==> config.mk <==
export PLATFORM = sky130hd
export DESIGN_NAME = pc_sequencer
export DESIGN_NICKNAME = d
export VERILOG_FILES = /design/src/rtl/pc_seq_pkg.sv /design/src/rtl/pc_link_stack.sv /design/src/rtl/pc_sequencer.sv
export SDC_FILE = /design/constraint.sdc
export NUM_CORES = 1
export LEC_CHECK = 0
export BUFFER_PORTS_ARGS = -buffer_cell sky130_fd_sc_hd__buf_2
export CAP_MARGIN = 20
export CORE_UTILIZATION = 46
export DETAILED_ROUTE_END_ITERATION = 7
export GPL_ROUTABILITY_DRIVEN = 0
export HOLD_SLACK_MARGIN = 0.12
export PLACE_DENSITY = 0.77
export REMOVE_ABC_BUFFERS = 1
export SYNTH_ARGS = -nofsm -noshare
export SYNTH_HDL_FRONTEND = slang
export SYNTH_SLANG_ARGS = --single-unit
==> constraint.sdc <==
create_clock -name clk -period 1.9 [get_ports clk]
set_input_delay 0.38 -clock clk [delete_from_list [all_inputs] [get_ports clk]]
set_output_delay 0.38 -clock clk [all_outputs]
set_load 0.005 [all_outputs]
==> src/rtl/pc_seq_pkg.sv <==
// Shared types and default sizing for the program-counter sequencer.
package pc_seq_pkg;

  typedef enum logic [1:0] {
    IDLE,
    RUN,
    HALT
  } pc_state_e;

  localparam int unsigned D_DEF           = 12;
  localparam int unsigned LUT_AW_DEF      = 5;
  localparam int unsigned CNT_W_DEF       = 16;
  localparam int unsigned STACK_DEPTH_DEF = 4;

  localparam logic [LUT_AW_DEF-1:0] LUT_NULL_IDX = '0;

endpackage

==> src/rtl/pc_link_stack.sv <==
// Return-address stack for call/ret; push and pop are ignored when full/empty.
module pc_link_stack #(
  parameter int unsigned DEPTH = 4,
  parameter int unsigned W     = 12
) (
  input  logic         clk,
  input  logic         reset_n,
  input  logic         clear,
  input  logic         push,
  input  logic         pop,
  input  logic [W-1:0] push_data,
  output logic [W-1:0] pop_data,
  output logic         full,
  output logic         empty
);

  localparam int unsigned CW = $clog2(DEPTH + 1);

  logic [CW-1:0] cnt_q, cnt_d;
  logic [W-1:0]  mem_q [DEPTH];
  logic [W-1:0]  mem_d [DEPTH];

  assign full  = (cnt_q == CW'(DEPTH));
  assign empty = (cnt_q == '0);

  // Entry selection by compare keeps indices free of width truncation.
  always_comb begin
    pop_data = '0;
    for (int unsigned i = 0; i < DEPTH; i++) begin
      if (cnt_q == CW'(i + 1)) pop_data = mem_q[i];
    end
  end

  always_comb begin
    cnt_d = cnt_q;
    mem_d = mem_q;
    if (clear) begin
      cnt_d = '0;
    end else if (push && !full) begin
      for (int unsigned i = 0; i < DEPTH; i++) begin
        if (cnt_q == CW'(i)) mem_d[i] = push_data;
      end
      cnt_d = cnt_q + CW'(1);
    end else if (pop && !empty) begin
      cnt_d = cnt_q - CW'(1);
    end
  end

  always_ff @(posedge clk or negedge reset_n) begin
    if (!reset_n) begin
      cnt_q <= '0;
      for (int unsigned i = 0; i < DEPTH; i++) mem_q[i] <= '0;
    end else begin
      cnt_q <= cnt_d;
      mem_q <= mem_d;
    end
  end

endmodule

==> src/rtl/pc_sequencer.sv <==
// PC/fetch sequencer: IDLE/RUN/HALT FSM, next-PC mux, fault and jump counter.
// Optional call/ret link stack enabled with PC_LINK_STACK_EN.
module pc_sequencer
  import pc_seq_pkg::*;
#(
  parameter int unsigned D           = D_DEF,
  parameter int unsigned LUT_AW      = LUT_AW_DEF,
`ifdef PC_LINK_STACK_EN
  parameter int unsigned STACK_DEPTH = STACK_DEPTH_DEF,
`endif
  parameter int unsigned CNT_W       = CNT_W_DEF
) (
  input  logic              clk,
  input  logic              reset_n,
  input  logic              start,
  input  logic [D-1:0]      start_addr,
  input  logic              stall,
  input  logic              halt,
  input  logic              absjump_en,
  input  logic              branch_en,
  input  logic              branch_cond,
`ifdef PC_LINK_STACK_EN
  input  logic              call_en,
  input  logic              ret_en,
`endif
  input  logic [LUT_AW-1:0] lut_idx,
  output logic [LUT_AW-1:0] lut_addr,
  input  logic [D-1:0]      target,
  output logic [D-1:0]      prog_ctr,
  output logic              running,
  output logic              done,
  output logic              fault,
  output logic [CNT_W-1:0]  jump_cnt
);

  pc_state_e        state_q, state_d;
  logic [D-1:0]     pc_q, pc_d;
  logic             fault_q, fault_d;
  logic [CNT_W-1:0] cnt_q, cnt_d;
  logic             take;
  logic             lut_null;

  assign lut_addr = lut_idx;
  assign take     = absjump_en | (branch_en & branch_cond);
  assign lut_null = (lut_idx == LUT_AW'(LUT_NULL_IDX));

`ifdef PC_LINK_STACK_EN
  logic         stk_push, stk_pop, stk_clear, stk_full, stk_empty;
  logic [D-1:0] stk_pop_data;

  pc_link_stack #(
    .DEPTH (STACK_DEPTH),
    .W     (D)
  ) u_link_stack (
    .clk       (clk),
    .reset_n   (reset_n),
    .clear     (stk_clear),
    .push      (stk_push),
    .pop       (stk_pop),
    .push_data (pc_q + D'(1)),
    .pop_data  (stk_pop_data),
    .full      (stk_full),
    .empty     (stk_empty)
  );
`endif

  always_comb begin
    state_d = state_q;
    pc_d    = pc_q;
    fault_d = fault_q;
    cnt_d   = cnt_q;
`ifdef PC_LINK_STACK_EN
    stk_push  = 1'b0;
    stk_pop   = 1'b0;
    stk_clear = 1'b0;
`endif
    unique case (state_q)
      IDLE, HALT: begin
        if (start) begin
          state_d = RUN;
          pc_d    = start_addr;
          fault_d = 1'b0;
          cnt_d   = '0;
`ifdef PC_LINK_STACK_EN
          stk_clear = 1'b1;
`endif
        end
      end
      RUN: begin
        if (halt) begin
          state_d = HALT;
        end else if (stall) begin
          state_d = RUN;
`ifdef PC_LINK_STACK_EN
        end else if (ret_en) begin
          if (stk_empty) begin
            fault_d = 1'b1;
            state_d = HALT;
          end else begin
            stk_pop = 1'b1;
            pc_d    = stk_pop_data;
          end
        end else if (call_en) begin
          if (stk_full || lut_null) begin
            fault_d = 1'b1;
            state_d = HALT;
          end else begin
            stk_push = 1'b1;
            pc_d     = target;
            cnt_d    = (cnt_q == '1) ? cnt_q : cnt_q + CNT_W'(1);
          end
`endif
        end else if (take) begin
          if (lut_null) begin
            fault_d = 1'b1;
            state_d = HALT;
          end else begin
            pc_d  = target;
            cnt_d = (cnt_q == '1) ? cnt_q : cnt_q + CNT_W'(1);
          end
        end else if (pc_q == '1) begin
          // Sequential fetch off the top of memory is a fault, not a wrap to 0.
          fault_d = 1'b1;
          state_d = HALT;
        end else begin
          pc_d = pc_q + D'(1);
        end
      end
      default: state_d = IDLE;
    endcase
  end

  always_ff @(posedge clk or negedge reset_n) begin
    if (!reset_n) begin
      state_q <= IDLE;
      pc_q    <= '0;
      fault_q <= 1'b0;
      cnt_q   <= '0;
    end else begin
      state_q <= state_d;
      pc_q    <= pc_d;
      fault_q <= fault_d;
      cnt_q   <= cnt_d;
    end
  end

  assign prog_ctr = pc_q;
  assign running  = (state_q == RUN);
  assign done     = (state_q == HALT);
  assign fault    = fault_q;
  assign jump_cnt = cnt_q;

endmodule
## Word level (Yosys, flattened, before mapping)

Index checks and enable logic that the tools add are counted.

- Bits of input ports: 37
- Memories: 0
- Memory bits (writable): 0
- Flip-flop bits (word level): 31
- Bits in latches: 0
- Bits in read-only memories: 0
- Output and inout port bits: 36

- Order comparisons: 0
- Multiply operators: 0
- Muxes and demuxes: 28
- Equal/unequal tests: 16
- Bitwise gates (word level): 2
- Reduce and logical (&&, ||, !) cells: 8
- Div/mod/pow operators: 0
- Add/subtract/negate cells: 2
- Shift-type cells: 0

Operators with widths:

| kind | count |
|---|---|
| two-way mux 16 bit | 6 |
| two-way mux 12 bit | 6 |
| case mux 16 bit (2 select lines) | 1 |
| case mux 12 bit (2 select lines) | 1 |
| adder 16 x 1 -> 16 bit, second input constant | 1 |
| == test 16 bit, second input constant | 1 |
| adder 12 x 1 -> 12 bit, second input constant | 1 |
| == test 12 bit, second input constant | 1 |
| two-way mux 2 bit | 6 |
| AND reduction 6 bit | 2 |
| inequality test 2 bit, second input constant | 5 |
| AND reduction 7 bit | 1 |
| two-way mux 1 bit | 6 |
| inequality test 3 bit, second input constant | 2 |
| zero test 5 bit | 1 |
| inequality test 5 x 3 -> 1 bit, second input constant | 1 |
| inequality test 5 x 4 -> 1 bit, second input constant | 1 |
| case mux 2 bit (2 select lines) | 1 |
| inequality test 3 x 1 -> 1 bit, second input constant | 1 |
| inequality test 3 x 2 -> 1 bit, second input constant | 1 |
| AND reduction 3 bit | 1 |
| == test 2 x 1 -> 1 bit, second input constant | 1 |
| == test 2 bit, second input constant | 1 |
| zero test 2 bit | 1 |
| other kinds (6) | 6 |

## Depth between registers and ports, before layout

- Depth after elaboration: 7
- Gate-level depth with buffers: 8

## Worst setup path before layout

No wires, ideal clock.

- Path kind: flip-flop to flip-flop
- From: register pc_q[0], in the netlist prog_ctr[0]
- To: register pc_q[1], in the netlist prog_ctr[1]
- Arrival: 1.713 ns
- Stages on the path, launching flop included: 7
- Clock period less this slack: 1.838 ns
- Setup time: 0.125 ns
- Required time: 1.775 ns
- Slack: 0.062 ns
- Path through: dfrtp_1 -> ha_1 -> nand3_1 -> nor2_1 -> a32o_4 -> a21oi_4 -> mux2_4

- Word-level cells in the longest chain between the ends: 6
- Elaborated cells on any way between the ends: 9
- Those cells by class: add/sub (1); eq/ne (2); mux (5); reduce/logical (1)

Ends and longest elaborated chain:

| what | RTL line | text |
|---|---|---|
| start, declared | pc_sequencer.sv:37 | `logic [D-1:0] pc_q, pc_d;` |
| start signal, assigned | pc_sequencer.sv:141 | `pc_q <= pc_d;` |
| adder 12 x 1 -> 12 bit | pc_sequencer.sv:126 | `pc_d = pc_q + D'(1);` |
| two-way mux 12 bit | pc_sequencer.sv:121 | `end else if (pc_q == '1) begin` |
| two-way mux 12 bit | pc_sequencer.sv:113 | `end else if (take) begin` |
| two-way mux 12 bit | pc_sequencer.sv:92 | `end else if (stall) begin` |
| two-way mux 12 bit | pc_sequencer.sv:90 | `if (halt) begin` |
| case mux 12 bit (2 select lines) | pc_sequencer.sv:77 | `unique case (state_q)` |

Several ways; a longest one is shown, not always the timed one. The select of a mux whose other input is x is not followed.
A chain may end at the register's enable or synchronous reset.

## Worst setup path after layout

- From: register pc_q[1], in the netlist prog_ctr[1]
- To: register pc_q[1], in the netlist prog_ctr[1]

Same word-level chain as after synthesis.

==> summary.txt <==
Global routing
  – First-pass GRT wire length: 9740 µm
  – Largest net degree at the start of global routing: 32
  – GRT Total Usage: 25.0%
  – Total grt overflow: 0
  – Initial antenna violation count: 0
  – Vias in the first global route: 2,146

Routing
  – 1st-iter DRT viols: 229
  – Avg WL per Cell: 15.8 µm
  – First-pass DRT Iterations: 4
  – DR vias/cell: 6.02
  – Antenna-violating nets left: 0
  – Final WL: 6040 µm
  – DRC: 0
  – Max Used Layer: met4
  – Wire length on met1: 2410 µm
  – Met3 wire len: 411 µm
  – Met2 wire length: 3100 µm
  – Vias: 2,305

Critical path
  – Startpoint types: flip-flop
  – Crit path kind: flip-flop to flip-flop
  – Crit end category: flip-flop
  – Critical Path RT: 2.07 ns
  – CP arrival: 2.02 ns
  – Crit Path Max Fanout: 5

Floorplanning
  – Core box area: 4410 µm²
  – Initial Utilization: 48.3%
  – Io pins: 73
  – Die width: 70.1 µm
  – Die Span Y: 70.1 µm
  – # rows: 24
  – Die ar.: 4910 µm²

Finish
  – Register area: 776 µm²
  – ANT cells: 0
  – Fin nets: 369
  – Final cell count without fillers: 383
  – Layout cells sized above 1: 38.1%
  – Layout area overhead: 28.1%
  – Area of the multi-input gates: 1240 µm²
  – Fillers: 385

Clocking
  – TritonCTS clock tree: done
  – Cts bufs inserted: 5
  – CTS Sinks: 31
  – Clock latency on the worst-skew pair: 0.29 ns
  – H-Tree Depth: 2
  – Root Buffer Master: clkbuf_8
  – Reg clk slew, reported paths: 0.06 ns
  – Clock Path Buffers: 2

Synthesis
  – Syn_area_per_cell: 8.77 µm²
  – Synth Instances: 243
  – Post-Syn Area: 2130 µm²
  – Share of flip-flops with an asynchronous set or reset: 100%
  – Yosys reg bits: 31
  – Synth warn: 0
  – Distinct cells, synth: 54
  – Dominant cell type by area after synthesis: dfrtp_1
  – EDFF count, synth: 0
  – Ys flop type: dfrtp_1
  – Seq/Total Area, Yosys: 36.4%
  – Top cell type's share of synthesized area: 36.4%
  – Top post-synthesis cells by area: dfrtp_1, o21ai_0, o31ai_1

Hold path
  – Worst hold-check path type: input port to async pin

Timing
  – Slew Viols, Final: 0
  – Slew margin rel.: 52.7%
  – Worst Max-Slew Pin Slew: 0.710 ns
  – Final-report setup violation count: 0
  – Final cycle utilization of the critical path: 97.1%
  – Period minus WS final: 1.84 ns
  – Fmax: 0.542 GHz
  – Final hold vios: 0
  – Clk_skew: 0.00504 ns

Power
  – Maximum VDD drop: 0.000434 V
  – Total Power: 2.53 mW
  – P per Cell Area: 925 nW/µm²
  – Lkg Pwr: 1.31 nW

Place
  – DP HPWL: 4370 µm
  – Placed Cells: 373
  – Port Buffers: 72

Job
  – Maxcap violations: 0

Run status
  – Status: finished, final reports clean
## layer usage
metal	global-route usage (%)	vias to the layer above
met5	0	-
met4	10.0	0
met3	4.04	13
met2	44.3	112
met1	30.2	1089
li1	-	1091
## report_power, final
group          total (mW)  internal (mW)  switching (mW)
Combinational        1.10          0.524           0.574
Clock               0.514          0.257           0.257
Sequential          0.914          0.790           0.124
Total                2.53           1.57           0.954
## metrics by stage
stage                 TNS, ns  hold WS (ns)  util, %  cell area [µm²]  setup slack, ns
detailed placement    -0.0225         0.475     59.3             2620          -0.0138
floorplan               -4.72        0.0844        -             2020           -0.518
CTS                         0         0.166     61.2             2700           0.0167
global placement            0         0.464     59.3             2620           0.0102
global route        -0.000271         0.201     61.8             2730        -0.000271
finish                      0         0.144     61.8             2730           0.0556
## registers in the layout, indices dropped and copies added, names as in the netlist
register and count:
fault 1, state_q 2, jump_cnt 16, prog_ctr 12
## timing repair
action                     4_1_cts  5_1_grt
pin swaps                        1        1
hold endpoints to repair         0        0
setup endpoints to repair        2        5
resized for setup                1        3
setup buffers                    0        2
hold buffers                     0        0
## cell type report
type	count	area share [%]
Inverter	6	0.825
Clock buffer	7	2.80
Multi-Input combinational cell	191	45.4
Timing Repair Buffer	95	20.0
Tap cell	52	2.38
Sequential cell	31	28.4
Clock inverter	1	0.183
## critical path, stage by stage, from the launching register on
cell and delay [ns]:
dfrtp_1 0.40, ha_1 0.22, nand3_1 0.12, nor2_1 0.09, a32o_4 0.35, a21oi_4 0.23
mux2_4 0.32
## cell families after synthesis
| kind of cell | share of synthesized area (%) |
|---|---|
| AO/OA/AOI/OAI | 31.8 |
| adder cells (fa/ha/maj) | 1.17 |
| buffers and inverters | 6.11 |
| flip-flops | 36.4 |
| multiplexers | 0.704 |
| AND/OR/NAND/NOR | 23.8 |
## cells in the mapped netlist (all sizes together) (2+ instances only)
library cell,instances
o21a,2
a22o,9
inv,6
a221oi,3
nand2b,3
nor2,22
o22ai,4
clkbuf,4
ha,2
and2,3
nand2,21
nor2b,2
or2,2
and3,11
o31ai,12
o311ai,3
nand3,14
nor3b,2
a31oi,5
buf,11
dfrtp,31
o211ai,2
and4,3
o21ai,31
nand4,3
a21oi,17
## cells in the final DEF (no fill, tap or decap), types with 2 or more instances in the layout
cell and n:
a22o_2 7, a22o_1 2, a31oi_1 5, o21ai_0 22
o31ai_1 12, o22ai_1 4, nand4_1 3, nand2b_1 3
inv_1 5, a21oi_1 16, nand2_1 21, clkbuf_1 2
and4_1 3, and3_1 11, buf_4 22, buf_2 72
nor3b_1 2, and2_1 3, dfrtp_1 31, a221oi_2 2
nand3_1 14, o311ai_0 3, nor2_1 18, clkbuf_8 5
nor2_4 3, nor2b_1 2, o21ai_1 9
## path summary, 6_finish.rpt
check                            startpoint      endpoint  slack, ns  cells past startpoint
worst min-delay path                reset_n   prog_ctr[5]       0.14                      1
worst min register to register  jump_cnt[7]   jump_cnt[7]       0.51                      1
worst max-delay path            prog_ctr[1]   prog_ctr[1]       0.06                      6
max in group asynchronous           reset_n  jump_cnt[12]       1.30                      1
worst max register to register  prog_ctr[1]   prog_ctr[1]       0.06                      6
min in group clk                       halt    state_q[0]       0.33                      2
(Power assumes the default switching activity.)
